<file path="config.mk">
export PLATFORM = sky130hd
export DESIGN_NAME = lsu_ctrl
export DESIGN_NICKNAME = d
export VERILOG_FILES = /design/src/rtl/riscv_pkg.sv /design/src/rtl/lsu_align.sv /design/src/rtl/lsu_ctrl.sv
export SDC_FILE = /design/constraint.sdc
export NUM_CORES = 1
export LEC_CHECK = 0
export CORE_ASPECT_RATIO = 1.4
export CORE_MARGIN = 2
export CORE_UTILIZATION = 25
export CTS_CLUSTER_SIZE = 25
export DETAILED_ROUTE_END_ITERATION = 6
export GPL_ROUTABILITY_DRIVEN = 0
export SETUP_SLACK_MARGIN = 0.1
export SLEW_MARGIN = 10
export SYNTH_ARGS = -nofsm -noshare
export SYNTH_HDL_FRONTEND = slang
export SYNTH_SLANG_ARGS = --single-unit
</file>
<file path="constraint.sdc">
create_clock -name clk -period 3.7 [get_ports clk]
set_clock_uncertainty 0.1 [all_clocks]
set_input_delay 0.74 -clock clk [delete_from_list [all_inputs] [get_ports clk]]
set_output_delay 0.74 -clock clk [all_outputs]
set_load 0.02 [all_outputs]
</file>
<file path="src/rtl/riscv_pkg.sv">
// Shared RV32I load/store constants, LSU error codes and access size decode.
// Imported by lsu_ctrl and lsu_align.
package riscv_pkg;

  localparam logic [2:0] F3_B  = 3'b000;
  localparam logic [2:0] F3_H  = 3'b001;
  localparam logic [2:0] F3_W  = 3'b010;
  localparam logic [2:0] F3_BU = 3'b100;
  localparam logic [2:0] F3_HU = 3'b101;

  typedef enum logic [1:0] {
    LSU_OK         = 2'b00,
    LSU_MISALIGNED = 2'b01,
    LSU_ILLEGAL    = 2'b10
  } lsu_err_e;

  function automatic logic [2:0] lsu_size(input logic [2:0] f3);
    logic [2:0] n;
    unique case (1'b1)
      f3[1:0] == 2'b00: n = 3'd1;
      f3[1:0] == 2'b01: n = 3'd2;
      default:          n = 3'd4;
    endcase
    return n;
  endfunction

  function automatic logic f3_illegal(
    input logic       we,
    input logic [2:0] f3
  );
    logic bad;
    if (we) bad = (f3 > F3_W);
    else    bad = (f3 == 3'b011) || (f3[2:1] == 2'b11);
    return bad;
  endfunction

endpackage

</file>
<file path="src/rtl/lsu_align.sv">
// Combinational lane logic: byte enables and store data shift per phase,
// load byte merge across two words, and sign/zero extension.
module lsu_align
  import riscv_pkg::*;
(
  input  logic [2:0]  funct3,
  input  logic [1:0]  off,
  input  logic        phase,
  input  logic [31:0] wdata,
  input  logic [31:0] rdata_lo,
  input  logic [31:0] rdata_hi,
  output logic [3:0]  be,
  output logic [31:0] wdata_sh,
  output logic [31:0] ldata
);

  logic [2:0]  nbytes;
  logic [3:0]  mask;
  logic [7:0]  be_wide;
  logic [2:0]  rem;
  logic [4:0]  sh1;
  logic [5:0]  sh2;
  logic [63:0] merged;
  logic [31:0] lo;

  always_comb begin
    nbytes  = lsu_size(funct3);
    mask    = 4'b1111;
    unique case (1'b1)
      nbytes == 3'd1: mask = 4'b0001;
      nbytes == 3'd2: mask = 4'b0011;
      default:        mask = 4'b1111;
    endcase
    be_wide = {4'b0000, mask} << off;
    rem     = 3'd4 - {1'b0, off};
    sh1     = {off, 3'b000};
    sh2     = {rem, 3'b000};
    if (phase) begin
      be       = mask >> rem;
      wdata_sh = wdata >> sh2;
    end else begin
      be       = be_wide[3:0];
      wdata_sh = wdata << sh1;
    end
    // Upper lanes of the first word followed by the low lanes of the second.
    merged = {rdata_hi, rdata_lo} >> sh1;
    lo     = merged[31:0];
    ldata  = lo;
    unique case (1'b1)
      nbytes == 3'd1:
        ldata = funct3[2] ? {24'b0, lo[7:0]}
                          : {{24{lo[7]}}, lo[7:0]};
      nbytes == 3'd2:
        ldata = funct3[2] ? {16'b0, lo[15:0]}
                          : {{16{lo[15]}}, lo[15:0]};
      default:
        ldata = lo;
    endcase
  end

endmodule

</file>
<file path="src/rtl/lsu_ctrl.sv">
// Load/store unit between execute and data memory: word-aligned accesses
// with byte enables, optional two-phase split, extended load data + rd tag.
module lsu_ctrl
  import riscv_pkg::*;
#(
  parameter bit SUPPORT_MISALIGNED = 1'b1
) (
  input  logic        clk,
  input  logic        rst_n,
  input  logic        req_valid,
  output logic        req_ready,
  input  logic        req_we,
  input  logic [2:0]  req_funct3,
  input  logic [31:0] req_addr,
  input  logic [31:0] req_wdata,
  input  logic [4:0]  req_rd,
  output logic        resp_valid,
  output logic [31:0] resp_rdata,
  output logic [4:0]  resp_rd,
  output logic [1:0]  resp_err,
  output logic        mem_req,
  output logic        mem_we,
  output logic [3:0]  mem_be,
  output logic [31:0] mem_addr,
  output logic [31:0] mem_wdata,
  input  logic        mem_gnt,
  input  logic        mem_rvalid,
  input  logic [31:0] mem_rdata
);

  typedef enum logic [1:0] {
    S_IDLE, S_REQ, S_WAIT, S_RESP
  } state_e;

  state_e      state_q, state_d;
  logic [31:0] addr_q;
  logic [2:0]  f3_q;
  logic        we_q;
  logic [31:0] wdata_q;
  logic [4:0]  rd_q;
  logic        phase_q;
  logic        split_q;
  lsu_err_e    err_q;
  logic [31:0] rlo_q;
  logic [31:0] rhi_q;

  logic        accept;
  logic [2:0]  nb_in;
  logic [3:0]  end_in;
  logic        cross_in;
  logic        misal_in;
  lsu_err_e    err_in;

  logic [3:0]  be;
  logic [31:0] wdata_sh;
  logic [31:0] ldata;
  logic [31:0] base;

  always_comb begin
    nb_in    = lsu_size(req_funct3);
    end_in   = {2'b00, req_addr[1:0]} + {1'b0, nb_in};
    cross_in = end_in > 4'd4;
    misal_in = (nb_in == 3'd2 && req_addr[0])
            || (nb_in == 3'd4 && req_addr[1:0] != 2'b00);
    err_in   = LSU_OK;
    if (f3_illegal(req_we, req_funct3))
      err_in = LSU_ILLEGAL;
    else if (misal_in && !SUPPORT_MISALIGNED)
      err_in = LSU_MISALIGNED;
  end

  assign req_ready = (state_q == S_IDLE);
  assign accept    = req_valid && req_ready;

  always_comb begin
    state_d = state_q;
    unique case (state_q)
      S_IDLE:
        if (accept)
          state_d = (err_in != LSU_OK) ? S_RESP : S_REQ;
      S_REQ:
        if (mem_gnt) state_d = S_WAIT;
      S_WAIT:
        if (mem_rvalid)
          state_d = (!phase_q && split_q) ? S_REQ : S_RESP;
      S_RESP:
        state_d = S_IDLE;
      default:
        state_d = S_IDLE;
    endcase
  end

  always_ff @(posedge clk or negedge rst_n) begin
    if (!rst_n) state_q <= S_IDLE;
    else        state_q <= state_d;
  end

  always_ff @(posedge clk or negedge rst_n) begin
    if (!rst_n) begin
      addr_q  <= '0;
      f3_q    <= '0;
      we_q    <= 1'b0;
      wdata_q <= '0;
      rd_q    <= '0;
      phase_q <= 1'b0;
      split_q <= 1'b0;
      err_q   <= LSU_OK;
      rlo_q   <= '0;
      rhi_q   <= '0;
    end else if (state_q == S_IDLE) begin
      if (accept) begin
        addr_q  <= req_addr;
        f3_q    <= req_funct3;
        we_q    <= req_we;
        wdata_q <= req_wdata;
        rd_q    <= req_rd;
        phase_q <= 1'b0;
        split_q <= cross_in && SUPPORT_MISALIGNED
                && (err_in == LSU_OK);
        err_q   <= err_in;
        rlo_q   <= '0;
        rhi_q   <= '0;
      end
    end else if (state_q == S_WAIT && mem_rvalid) begin
      if (phase_q) rhi_q <= mem_rdata;
      else         rlo_q <= mem_rdata;
      if (!phase_q && split_q) phase_q <= 1'b1;
    end
  end

  lsu_align u_align (
    .funct3   (f3_q),
    .off      (addr_q[1:0]),
    .phase    (phase_q),
    .wdata    (wdata_q),
    .rdata_lo (rlo_q),
    .rdata_hi (rhi_q),
    .be       (be),
    .wdata_sh (wdata_sh),
    .ldata    (ldata)
  );

  assign base = {addr_q[31:2], 2'b00};

  always_comb begin
    mem_req    = (state_q == S_REQ);
    mem_we     = mem_req && we_q;
    mem_be     = mem_req ? be : 4'b0000;
    mem_addr   = '0;
    mem_wdata  = '0;
    if (mem_req) begin
      mem_addr  = phase_q ? base + 32'd4 : base;
      mem_wdata = wdata_sh;
    end
    resp_valid = (state_q == S_RESP);
    resp_rd    = resp_valid ? rd_q : 5'd0;
    resp_err   = resp_valid ? err_q : 2'b00;
    resp_rdata = '0;
    if (resp_valid && err_q == LSU_OK && !we_q)
      resp_rdata = ldata;
  end

endmodule

</file>
==> flow_results.org, run 1 <==
** STA
- Worst-Margin Slew :: 0.617 ns
- The smallest clock period supported by the final layout is computed as 3.46 ns.
- The final critical path takes up 93.6% of the cycle.
- In this run the tightest slew margin relative to its limit is between 50% and 60%.
- Finish-stage setup viols :: 0
- Final hold slack :: between 0.15 and 0.2 ns
- The final number of hold-violating endpoints was 0.
- The final number of max-transition violations is 0.
- Setup repair after global routing left no endpoint under its margin.
- Static timing analysis puts the maximum clock frequency at 289 MHz.
- The worst path meets setup with 0.236 ns of slack.

** Critical path
- Required time worst endpoint :: 2.86 ns
- For flop-to-flop paths, the worst setup slack is 1.64 ns.
- STA classifies the critical path startpoint as a flop.
- The startpoint identified for the worst register-to-register timing path is state_q[0]$_DFFE_PN0P_.
- Depth of the worst register-to-register path :: 7
- Timing endpoint of the critical path :: mem_wdata[10]
- Beginning of the critical path :: addr_q[1]$_DFFE_PN0P_
- Category of the critical setup timing path :: flop to primary output
- Capture instance of the worst register-to-register path :: wdata_q[16]$_DFFE_PN0P_
- The worst setup path is captured at a primary output.
- Data arrives at the worst endpoint at 2.62 ns.
- In this run the worst path has a maximum fanout of 19.

** Synthesis
- Gate count after technology mapping :: 933
- Of the synthesized area, sequential elements account for 39.6%.
- Most frequent cells after synthesis :: 134 x sky130_fd_sc_hd__dfrtp_1, 128 x sky130_fd_sc_hd__nand2_1, 91 x sky130_fd_sc_hd__mux2_2
- Post-Syn Area :: about 0.0085 sq mm
- Count of unique library cells instantiated by Yosys :: 48
- Most repeated cell in the gate-level netlist after synthesis :: sky130_fd_sc_hd__dfrtp_1
- For this run, the leading register cell type out of synthesis is sky130_fd_sc_hd__dfrtp_1.
- Post-Syn Area per Cell :: 9.07 sq um
- Share of the synthesized area in the top cell type :: 39.6%
- In this run, synthesis inferred 0 flip-flops with an integrated enable.
- Cell taking the most area after synthesis :: sky130_fd_sc_hd__dfrtp_1
- Sorting the synthesized cells by area gives the leading types as sky130_fd_sc_hd__dfrtp_1 40%, sky130_fd_sc_hd__mux2_2 12%, sky130_fd_sc_hd__mux2i_1 7.7%.
- Yosys Warn Count :: 0
- Count of state elements after synthesis :: 134
- For this run, asynchronously set or reset flops after synthesis account for between 90% and 100%.

** Layout
- Number of filler cells placed in the layout :: 3,460
- Summing all non-filler instances in the final layout gives an area of 0.0119 sq mm.
- Relative to the synthesized area, the layout overhead comes to 40.2%.
- For this run, the share of the core covered by cells in the final layout is a little over a third.
- Post-layout net count :: 1,237
- Of the cells placed in the final design, the portion with a size suffix greater than 1 is 15.2%.
- The finished layout holds 1,581 standard cells, fillers aside.

** Pwr
- Power density normalized to cell area :: between 800 and 900 mW/mm^2
- Worst-case vdd ir drop :: about 0.00036 V
- For this design the static power due to leakage is 5.56 nW.

** Floorplan
- Die Area :: 0.0354 sq mm
- During I/O placement, the number of pins put on the boundary was 221.
- Measured along the y axis, the die boundary spans 222 um.
- Starting utilization of the core area :: 25.4%
- The die is 160 um wide.
- Core Rows :: 79
- Core region area :: 0.0333 sq mm

** Clock network
- Number of buffers added by the clock tree synthesis step :: 17
- Number of H-tree branching levels :: 4
- Count of hold-fix buffers inserted at cts :: 0
- Number of post-CTS setup repair buffers :: 0
- No sink is reached through more buffers than the 2 on the longest clock path.
- The clock reaches the later pin of the worst-skew pair after ~0.42 ns.
- Clock slew seen by the registers of the worst setup and hold paths :: around 0.060 ns
- The clock drives 134 sinks.
- Buffer cell driving the clock tree root :: sky130_fd_sc_hd__clkbuf_16
- TritonCTS built the clock tree.

** GRT
- Initial antenna violation count :: 1
- Grt met3 use :: 3.67%
- Most congested layer reported by global routing :: met2
- Across every metal layer, demand over resource in global routing totals between 15 and 20%.
- Sum of overflow across all layers after global routing :: 0
- For met2 alone, demand over resource in global routing was 27.8%.
- Number of global-route vias before repair :: a little under 8,000
- Pin count of the biggest net entering global routing :: 108
- First-pass GRT wire length :: ~45 mm
- For met1 alone, demand over resource in global routing was about a fifth.

** Run status
- The flow ran to the end, and the final reports show no timing, DRC or antenna violations.

** Drt
- After detailed routing, the average wire length per cell comes to 18.5 um.
- Number of remaining DRC errors :: 0
- In this run, the number of DRC markers left after iteration 0 of detailed routing was 495.
- Wires add up to 29.2 mm.
- Per-cell via count in the routed design :: between 4 and 5
- Number of detailed-routing iterations run before antenna repair :: 5
- For this block, the via count after detailed routing is 7,780.
- The detail route stage leaves a number of antenna-violating nets equal to 0.

** Placed design
- Port buffering added 217 buffers.
- Once detailed placement completed, the half-perimeter wirelength came to 21.0 mm.
- Placed insts :: 1,547
- Placed Instance Area :: about 0.011 sq mm
- Post-placement setup slack :: between 0.2 and 0.3 ns

** Worst hold path
- The worst hold path belongs to the class input port to asynchronous set/reset pin.

** Run
- Number of max-capacitance violations reported :: 0
metrics by stage:
step | total power [mW] | setup TNS (ns)
2_1_floorplan | 6.61 | 0
3_3_place_gp | 8.61 | 0
3_5_place_dp | 8.68 | 0
4_1_cts | 10.5 | -1.34
5_1_grt | 11.2 | 0
6_report | 10.4 | 0
layout make-up:
type                            instances  area (sq um)  area share, %
Antenna cell                            2          5.00         0.0422
Clock buffer                           23           478           4.03
Clock inverter                          8           123           1.03
Inverter                               13          48.8          0.411
Multi-Input combinational cell        707          4740           39.9
Sequential cell                       134          3360           28.3
Tap cell                              445           557           4.69
Timing Repair Buffer                  249          2550           21.5
what timing repair did:
action / in CTS / in global routing
pin swaps: 0 / 0
resized for setup: 48 / 41
gates cloned: 0 / 1
hold endpoints to repair: 0 / 0
setup endpoints to repair: 62 / 32
where the power goes:
| part | switching [mW] | internal (mW) |
|---|---|---|
| logic | 3.15 | 2.60 |
| clock network | 0.647 | 1.11 |
| registers | 0.755 | 2.18 |
| total | 4.55 | 5.88 |
worst min path at each step:
stage,end,cells past startpoint,slack (ns),from
3_5_place_dp,rlo_q[3]$_DFFE_PN0P_,2,0.36,rlo_q[3]$_DFFE_PN0P_
2_1_floorplan,addr_q[0]$_DFFE_PN0P_,0,0.34,rst_n
6_report,rlo_q[12]$_DFFE_PN0P_,1,0.19,rst_n
5_1_grt,rlo_q[12]$_DFFE_PN0P_,1,0.23,rst_n
3_3_place_gp,rlo_q[2]$_DFFE_PN0P_,2,0.35,rlo_q[2]$_DFFE_PN0P_
4_1_cts,rlo_q[12]$_DFFE_PN0P_,1,0.21,rst_n
worst max-delay path: stages (launching register included):
cell and delay (ns):
sky130_fd_sc_hd__dfrtp_4 0.46, sky130_fd_sc_hd__inv_1 0.08, sky130_fd_sc_hd__ha_1 0.30, sky130_fd_sc_hd__buf_6 0.22, sky130_fd_sc_hd__mux2i_1 0.22, sky130_fd_sc_hd__o22ai_1 0.09, sky130_fd_sc_hd__a22oi_1 0.20, sky130_fd_sc_hd__nor2_1 0.07
sky130_fd_sc_hd__clkdlybuf4s50_1 0.56
kinds of logic after synthesis:
family                     after synthesis  synth area share (%)
adders and majority gates                6                 0.946
and+or+nand+nor                        296                  16.0
DFF                                    134                  39.6
other                                    1                0.0443
AOI/OAI and AO/OA                      232                  17.0
xor gates and xnor gates                13                  1.35
muxes                                  157                  20.1
buffers and inverters                   94                  4.98
registers in the layout (all words and copies together), names as in the netlist:
signal,flops
wdata_q,32
rd_q,5
rlo_q,32
split_q,1
f3_q,3
state_q,2
addr_q,32
phase_q,1
err_q,1
rhi_q,24
we_q,1
cell usage in the layout (no fill, tap or decap), types with 31 or more instances in the layout:
master / instances
sky130_fd_sc_hd__dlygate4sd2_1: 32
sky130_fd_sc_hd__nand2_1: 126
sky130_fd_sc_hd__nor2_1: 63
sky130_fd_sc_hd__mux2_2: 91
sky130_fd_sc_hd__mux2i_1: 65
sky130_fd_sc_hd__dfrtp_1: 131
sky130_fd_sc_hd__o21ai_0: 65
sky130_fd_sc_hd__a21oi_1: 71
sky130_fd_sc_hd__clkdlybuf4s50_1: 149
sky130_fd_sc_hd__dlymetal6s2s_1: 31
layer usage:
layer  routed length [um]  vias up
met3                 1620       37
met4                  768        0
met5                    0        -
met1                12400     3739
li1                     -     3726
met2                14400      278
(Power assumes the default switching activity.)
==> run 2: changes to the inputs <==
--- a/config.mk
+++ b/config.mk
@@ -5,6 +5,8 @@
 export SDC_FILE = /design/constraint.sdc
 export NUM_CORES = 1
 export LEC_CHECK = 0
+export ABC_CLOCK_PERIOD_IN_PS = 3700
+export CAP_MARGIN = 10
 export CORE_ASPECT_RATIO = 1.4
 export CORE_MARGIN = 2
 export CORE_UTILIZATION = 25
==> results of run 2 <==
No change in the layout: final DEF, timing and power equal those of run 1.
